`src/rtl/mem_pkg.sv`:
```
`default_nettype none
// +--------------------------------------------------------------------------+
// | mem_pkg : shared types and constants for the pipeline memory stage       |
// | Rev 1.0                                                                  |
// +--------------------------------------------------------------------------+
package mem_pkg;

    typedef enum logic [0:0] {
        IDLE = 1'b0,
        WAIT = 1'b1
    } mem_state_t;

    localparam logic [3:0] BE_WORD  = 4'hF;
    localparam logic [3:0] BE_BYTE0 = 4'b0001;

    localparam int DEFAULT_WAIT_LIMIT = 16;

endpackage
`default_nettype wire

```
`src/rtl/mem_align.sv`:
```
`default_nettype none
// +--------------------------------------------------------------------------+
// | mem_align : byte-lane steering for stores and zero-extending byte loads  |
// | Rev 1.0                                                                  |
// +--------------------------------------------------------------------------+
module mem_align
    import mem_pkg::*;
(
    input  logic        byte_i,
    input  logic [1:0]  offset_i,
    input  logic [31:0] wdata_i,
    input  logic [31:0] rdata_i,
    output logic [3:0]  be_o,
    output logic [31:0] wdata_o,
    output logic [31:0] rdata_o
);

    always_comb begin
        be_o    = BE_WORD;
        wdata_o = wdata_i;
        rdata_o = rdata_i;
        if (byte_i) begin
            be_o    = BE_BYTE0 << offset_i;
            wdata_o = {4{wdata_i[7:0]}};
            case (offset_i)
                2'd0:    rdata_o = {24'h0, rdata_i[7:0]};
                2'd1:    rdata_o = {24'h0, rdata_i[15:8]};
                2'd2:    rdata_o = {24'h0, rdata_i[23:16]};
                default: rdata_o = {24'h0, rdata_i[31:24]};
            endcase
        end
    end

endmodule
`default_nettype wire

```
`src/rtl/mem_stage.sv`:
```
`default_nettype none
// +--------------------------------------------------------------------------+
// | mem_stage : pipeline memory stage with variable-latency data handshake   |
// | Rev 1.0                                                                  |
// +--------------------------------------------------------------------------+
module mem_stage
    import mem_pkg::*;
#(
    parameter int WAIT_LIMIT = DEFAULT_WAIT_LIMIT,
    parameter int AW         = 32
) (
    input  logic          clk,
    input  logic          reset,
    input  logic [31:0]   ALUResultE,
    input  logic          ByteE,
    input  logic          PCSrcM,
    input  logic          RegWriteM,
    input  logic          MemtoRegM,
    input  logic          MemWriteM,
    input  logic [31:0]   WriteDataM,
    input  logic [3:0]    WriteAddrM,
    output logic [31:0]   ALUResultM,
    output logic          StallM,
    output logic          mem_req,
    output logic          mem_we,
    output logic [AW-1:0] mem_addr,
    output logic [31:0]   mem_wdata,
    output logic [3:0]    mem_be,
    input  logic [31:0]   mem_rdata,
    input  logic          mem_ready,
    output logic          PCSrcW,
    output logic          RegWriteW,
    output logic          MemtoRegW,
    output logic [31:0]   ReadDataW,
    output logic [31:0]   ALUOutW,
    output logic [3:0]    WriteAddrW,
    output logic          MemFaultW
);

    localparam int CNT_W = (WAIT_LIMIT < 1) ? 1 : $clog2(WAIT_LIMIT + 1);

    mem_state_t       state_q, state_d;
    logic [CNT_W-1:0] cnt_q, cnt_d;
    logic [31:0]      alu_result_q;
    logic             byte_q;
    logic             pcsrc_w_q, regwrite_w_q, memtoreg_w_q, fault_w_q;
    logic [31:0]      rdata_w_q, aluout_w_q;
    logic [3:0]       waddr_w_q;

    logic             w_acc, w_aligned, w_req, w_stall, w_abort, w_fault;
    logic [31:0]      w_rdata_al;

    assign w_acc     = MemWriteM | MemtoRegM;
    assign w_aligned = byte_q | (alu_result_q[1:0] == 2'b00);

    always_comb begin
        state_d = state_q;
        cnt_d   = cnt_q;
        w_req   = 1'b0;
        w_stall = 1'b0;
        w_abort = 1'b0;
        case (state_q)
            IDLE: begin
                if (w_acc && w_aligned) begin
                    w_req = 1'b1;
                    if (!mem_ready) begin
                        w_stall = 1'b1;
                        state_d = WAIT;
                        cnt_d   = '0;
                    end
                end
            end
            WAIT: begin
                w_req = 1'b1;
                // Completion takes priority over hitting the limit in the same cycle.
                if (mem_ready) begin
                    state_d = IDLE;
                end else if (cnt_q == CNT_W'(WAIT_LIMIT)) begin
                    w_abort = 1'b1;
                    state_d = IDLE;
                end else begin
                    cnt_d   = cnt_q + 1'b1;
                    w_stall = 1'b1;
                end
            end
            default: state_d = IDLE;
        endcase
    end

    assign w_fault = (w_acc & ~w_aligned) | w_abort;

    mem_align u_align (
        .byte_i   (byte_q),
        .offset_i (alu_result_q[1:0]),
        .wdata_i  (WriteDataM),
        .rdata_i  (mem_rdata),
        .be_o     (mem_be),
        .wdata_o  (mem_wdata),
        .rdata_o  (w_rdata_al)
    );

    always_ff @(posedge clk or negedge reset) begin
        if (!reset) begin
            state_q      <= IDLE;
            cnt_q        <= '0;
            alu_result_q <= '0;
            byte_q       <= 1'b0;
            pcsrc_w_q    <= 1'b0;
            regwrite_w_q <= 1'b0;
            memtoreg_w_q <= 1'b0;
            fault_w_q    <= 1'b0;
            rdata_w_q    <= '0;
            aluout_w_q   <= '0;
            waddr_w_q    <= '0;
        end else begin
            state_q <= state_d;
            cnt_q   <= cnt_d;
            if (w_stall) begin
                pcsrc_w_q    <= 1'b0;
                regwrite_w_q <= 1'b0;
                memtoreg_w_q <= 1'b0;
                fault_w_q    <= 1'b0;
            end else begin
                alu_result_q <= ALUResultE;
                byte_q       <= ByteE;
                pcsrc_w_q    <= PCSrcM;
                regwrite_w_q <= RegWriteM & ~w_fault;
                memtoreg_w_q <= MemtoRegM;
                fault_w_q    <= w_fault;
                rdata_w_q    <= w_rdata_al;
                aluout_w_q   <= alu_result_q;
                waddr_w_q    <= WriteAddrM;
            end
        end
    end

    // Handshake and stall are suppressed for the whole time reset is held.
    assign mem_req    = w_req & reset;
    assign StallM     = w_stall & reset;
    assign mem_we     = mem_req & MemWriteM;
    assign mem_addr   = {alu_result_q[AW-1:2], 2'b00};
    assign ALUResultM = alu_result_q;

    assign PCSrcW     = pcsrc_w_q;
    assign RegWriteW  = regwrite_w_q;
    assign MemtoRegW  = memtoreg_w_q;
    assign MemFaultW  = fault_w_q;
    assign ReadDataW  = rdata_w_q;
    assign ALUOutW    = aluout_w_q;
    assign WriteAddrW = waddr_w_q;

endmodule
`default_nettype wire

```
`config.mk`:
```
export PLATFORM = sky130hd
export DESIGN_NAME = mem_stage
export DESIGN_NICKNAME = d
export VERILOG_FILES = /design/src/rtl/mem_pkg.sv /design/src/rtl/mem_align.sv /design/src/rtl/mem_stage.sv
export SDC_FILE = /design/constraint.sdc
export NUM_CORES = 1
export LEC_CHECK = 0
export ABC_AREA = 1
export BUFFER_PORTS_ARGS = -buffer_cell sky130_fd_sc_hd__buf_4
export CAP_MARGIN = 15
export CORE_MARGIN = 2
export CORE_UTILIZATION = 25
export CTS_CLUSTER_DIAMETER = 150
export DETAILED_ROUTE_END_ITERATION = 7
export PLACE_DENSITY = 0.56
export SLEW_MARGIN = 10
export SYNTH_ARGS = -nofsm -noshare
export SYNTH_HDL_FRONTEND = slang
export SYNTH_SLANG_ARGS = --single-unit
export TNS_END_PERCENT = 10
```
`constraint.sdc`:
```
create_clock -name clk -period 2.2 [get_ports clk]
set_input_delay 0.44 -clock clk [delete_from_list [all_inputs] [get_ports clk]]
set_output_delay 0.44 -clock clk [all_outputs]
set_load 0.02 [all_outputs]
```
# Yosys cells after proc, flatten, opt, wreduce, memory -nomap -nowiden

Cells that the tools add are included.

Logic and storage cells: 57
Output and inout port bits: 175
Input port bits: 108
Register bits: 111

Add/sub/neg operators: 1
Equal/unequal tests: 7
Reductions and logical operators: 3
Muxes and demuxes: 23
Bitwise gates (word level): 11
Shift-type cells: 1

Operators by type and width:

| operator                                                               | count |
|---|---|
| 32-bit 2-to-1 mux                                                      | 2 |
| 8-bit one-hot mux with 3 select lines                                  | 1 |
| 5-bit 2-to-1 mux                                                       | 4 |
| 1-bit 2-to-1 mux                                                       | 12 |
| 5-bit one-hot mux with 2 select lines                                  | 1 |
| 2-bit inequality test (second input constant)                          | 4 |
| 5-bit by 1-bit adder with 5-bit output (second input constant)         | 1 |
| 1-bit AND                                                              | 5 |
| 5-bit equality test (second input constant)                            | 1 |
| 4-bit 2-to-1 mux                                                       | 1 |
| 1-bit one-hot mux with 2 select lines                                  | 2 |
| 4-bit AND reduction                                                    | 1 |
| 1-bit by 2-bit << shifter with 4-bit output (first input constant)     | 1 |
| 1-bit NOT                                                              | 3 |
| 1-bit bitwise OR                                                       | 3 |
| 2-bit by 1-bit equality test with 1-bit output (second input constant) | 1 |
| 2-bit equality test (second input constant)                            | 1 |
| 2-bit zero test                                                        | 1 |
| 1-bit logical AND                                                      | 1 |

# Longest topological paths before layout

Depth in word-level cells: 8
Mapped depth: 10

# Hierarchy

A second synthesis with hierarchy kept.

Cells, all modules: 743
Area, all modules: 5,719.2 um^2

By module, submodules not included:

| module    | cells each | times used | area each (um^2) |
|---|---|---|---|
| mem_stage | 546        | 1          | 4,878.4 |
| mem_align | 197        | 1          | 840.8 |

# Worst setup path before layout

Ideal clock, no wire load.

Kind: reg-to-output
Start point: register alu_result_q[1] (netlist: ALUResultM[1])
End point: output StallM
Setup slack: 0.287 ns
Path buffers: 1
Cell stages (with the launch flop): 9
Arrival time: 1.473 ns
Cells stage by stage: dfrtp_1 -> inv_2 -> nand2_2 -> nand2_2 -> nand3_2 -> nand2_4 -> nand2_4 -> buf_2 -> nor2_1

Cells in the longest elaborated chain, start to end: 6

Ends and longest elaborated chain:

| element                               | line             | source |
|---|---|---|
| start, declared                       | mem_stage.sv:44  | `logic [31:0] alu_result_q;` |
| start signal, assigned                | mem_stage.sv:124 | `alu_result_q <= ALUResultE;` |
| 2-bit zero test                       | mem_stage.sv:54  | `assign w_aligned = byte_q \| (alu_result_q[1:0] == 2'b00);` |
| 1-bit bitwise OR                      | mem_stage.sv:54  |  |
| 1-bit logical AND                     | mem_stage.sv:64  | `if (w_acc && w_aligned) begin` |
| 1-bit 2-to-1 mux                      | mem_stage.sv:64  |  |
| 1-bit one-hot mux with 2 select lines | mem_stage.sv:62  | `case (state_q)` |
| 1-bit AND                             | mem_stage.sv:139 | `assign StallM = w_stall & reset;` |
| end, declared                         | mem_stage.sv:23  | `output logic StallM,` |

No other way between the ends.

# Worst setup path after layout

Start point: register cnt_q[1]
End point: output StallM

Cells in the longest elaborated chain, start to end: 5

Ends and longest elaborated chain:

| element                               | line             | source |
|---|---|---|
| start, declared                       | mem_stage.sv:43  | `logic [CNT_W-1:0] cnt_q, cnt_d;` |
| start signal, assigned                | mem_stage.sv:117 | `cnt_q <= cnt_d;` |
| 5-bit equality test                   | mem_stage.sv:78  | `end else if (cnt_q == CNT_W'(WAIT_LIMIT)) begin` |
| 1-bit 2-to-1 mux                      | mem_stage.sv:78  |  |
| 1-bit 2-to-1 mux                      | mem_stage.sv:76  | `if (mem_ready) begin` |
| 1-bit one-hot mux with 2 select lines | mem_stage.sv:62  |  |
| 1-bit AND                             | mem_stage.sv:139 |  |

No other way between the ends.

==> metrics.txt <==
Mapped Area approximately 5600 um2; worst-margin pin slew between 0.6 and 0.7 ns; Top Usage Layer GRT met2; Fillers 2,329; GPL Wtd Cong 0.7746; chip width 154.2 um; Synth area leaders dfrtp_1, nand2_1, nand3_1; initial antenna violation count 0; final setup violation count 0; Psw between 3 and 4 mW; largest family of logic cells by synthesized area simple AND/OR/NAND/NOR gates; Max Cap Viol 0; met1 Usage GRT between 20% and 30%; met2 GRT Util 25.45%; die area 23,780 um2; PD cells roughly 980 nW/um2; DRT iter0 DRCs 383; Synth Area in Compound Gates 1.686%; cells along the critical path inv_1 -> ha_1 -> nand3_1 -> nand2_1 -> nand2_4 -> nand2_4 -> nor2_2 -> buf_4; Sw Share around two fifths; synth-to-layout area growth 41.73%; sequential area share after synthesis 49.25%; All-Layer GR Usage roughly 16%; DRC Markers 0; Total Neg Setup Slack 0 ns; ratio of cells with drive above 1 in the final layout 32.65%; CP most frequent cell nand2_4; clock latency at the later pin of the worst-skew pair 0.35 ns; Synth Area in Simple Gates 35.76%; FF+latch count, synth 111; Arr. time, crit path ~1.6 ns; Final Non-Filler Cells 1,257; Final #Nets 1,082; Peak VDD IR ~0.00047 V; Mapped Cells 753; Buffers on Ports 280; H-Tree Level Count 3; Worst Path Max Fanout 5; final wirelength ~19 mm; cell row count 54; combinational cell fraction of total power 43.6%; global route overflow 0; status complete, no violations; final instance area 7994 um2; Setup CP Type reg -> out; Internal 4.594 mW; Static Leak 4.543 nW; Required @ worst endpoint between 1.5 and 2 ns; Final Hold Viols 0; n_diodes 0; adder-cell share of the synthesized area less than 1%; Crit-path slowest cell dfrtp_1; CTS Buf Count 9; via/cell ratio about 4.4; clk_skew 0.007842 ns; pins over their slew limit 0; largest net degree at the start of global routing around 110; Buffers & Inverters on Critical Path 2; DRT antenna net count 0; Worst Hold Class in -> async; global-route wire length before repair 29.58 mm; element type at the critical path end primary output; post-synth top area share between 40% and 50%; vias in the first global route 5,296; Ys Warns 0; drt pass-1 iters 6; fmax approximately 0.49 GHz; Final HPWL DP 12.41 mm; Worst setup SP type flip-flop; GRT met3 Usage 4.399%; Tmin final 2.029 ns; WL/cell between 10 and 15 um; post-synthesis mux area share 0%; Vias 5,540; placed cell area 7709 um2; CP delay by family, top simple AND/OR/NAND/NOR gates; Yosys cell types 23; root buffer cell clkbuf_16; Post-Synth XOR/XNOR Area 0.1553%; maximum clock path buffer count 2; Flop pwr share around 36%; top-level port count 283; RSZ-0062 raised after global routing no; Avg Inst Size Synth 7.491 um2; Starting Density 25.69%; clock share of power 20.6%; DP Cell Count 1,241; CORE AREA 21,960 um2; Clock Sinks about 110; Synth area leader dfrtp_1; CTS clk-pin slew, worst paths 0.08 ns; Die H approximately 150 um; CTS tree yes; Final Cycle Share 92.22%; Largest stage delay, worst path 0.41 ns; Worst slew margin between 50% and 60%
cells in the mapped netlist:
cell type / n
xnor2_1: 1
nand2_4: 2
buf_2: 21
inv_1: 45
nand2_1: 288
a21oi_1: 1
inv_2: 4
buf_4: 41
buf_1: 2
nand3_2: 1
nand4_1: 2
nor2_2: 1
clkbuf_1: 17
nor3_1: 1
nand2_2: 2
buf_6: 4
nand3b_1: 1
dfrtp_1: 111
conb_1: 1
nand3_1: 126
ha_1: 2
o21ai_0: 18
nor2_1: 61
cell type report:
cell class / count / area (um2) / share of cell area [%]
clock inverters: 7 / 57.56 / 0.7200
inverters: 49 / 185.2 / 2.316
well taps: 280 / 350.3 / 4.383
multi-input cells: 509 / 2156 / 26.97
flip-flops and latches: 111 / 2778 / 34.75
clock buffers: 9 / 225.2 / 2.817
repair buffers: 292 / 2242 / 28.05
metal layers:
metal  routed length, um  vias up
met2                8810      180
met4                 285        0
li1                    -     2733
met3                1242       16
met1                8514     2611
met5                   0        -
state kept, by name (all words and copies together) (netlist names):
register    cells
MemtoRegW       1
WriteAddrW      4
ALUOutW        32
cnt_q           5
ALUResultM     32
state_q         1
RegWriteW       1
byte_q          1
MemFaultW       1
PCSrcW          1
ReadDataW      32
repair_timing:
item                                    CTS  global route
hold endpoints to repair                  0             0
hold buffers                              0             0
gates resized for setup                   0             1
endpoints found under the setup margin    0             1
buffers inserted                          0             0
path summary, 6_finish.rpt:
kind	startpoint	slack [ns]	cells after the start	to
worst max-delay path	cnt_q[1]	0.17	8	StallM
worst min-delay path	reset	0.20	2	ALUResultM[20]
worst max register to register	cnt_q[1]	0.44	9	RegWriteW
worst min register to register	ALUOutW[5]	0.51	2	ALUOutW[5]
max in group asynchronous	reset	1.57	2	ReadDataW[16]
min in group clk	ALUResultE[12]	0.28	3	ALUResultM[12]
placed cells by master, fill, tap and decap left out:
cell type	Yosys	final
a21oi_1	1	1
buf_12	0	4
nand2_4	2	2
clkinv_2	0	2
nand3_2	1	1
nand3b_1	1	1
clkbuf_16	0	9
inv_1	45	45
dfrtp_1	111	111
nand2_1	288	288
nand4_1	2	2
nand3_1	126	126
nor3_1	1	1
nor2_2	1	2
buf_4	41	288
nand2_2	2	2
conb_1	1	2
nor2_1	61	60
inv_8	0	1
inv_2	4	3
ha_1	2	2
clkinv_4	0	2
xnor2_1	1	1
clkinvlp_4	0	2
inv_6	0	1
o21ai_0	18	18
power by group through the flow:
stage | Clock, mW | Combinational, mW | Sequential, mW
2_1_floorplan | 0 | 1.48 | 3.35
5_1_grt | 1.76 | 3.70 | 2.88
4_1_cts | 1.69 | 3.47 | 2.81
6_report | 1.62 | 3.42 | 2.81
3_3_place_gp | 0 | 3.43 | 2.85
3_5_place_dp | 0 | 3.46 | 2.84
through the flow:
stage	hold slack (ns)	util, %	power (mW)	worst slack (ns)
2_1_floorplan	0.1444	-	4.823	0.2873
3_3_place_gp	0.4944	35.11	6.275	0.4195
3_5_place_dp	0.4961	35.11	6.305	0.4261
4_1_cts	0.2283	36.39	7.970	0.08839
5_1_grt	0.2436	36.40	8.345	0.03435
6_report	0.2025	36.40	7.850	0.1712
cells by family after synthesis:
kind of cell               Yosys count
xor gates and xnor gates             1
adders and majority gates            2
other                                1
AOI/OAI and AO/OA                   19
DFF                                111
buffers and inverters              134
and+or+nand+nor                    485
Power figures use the tool's default switching activity.
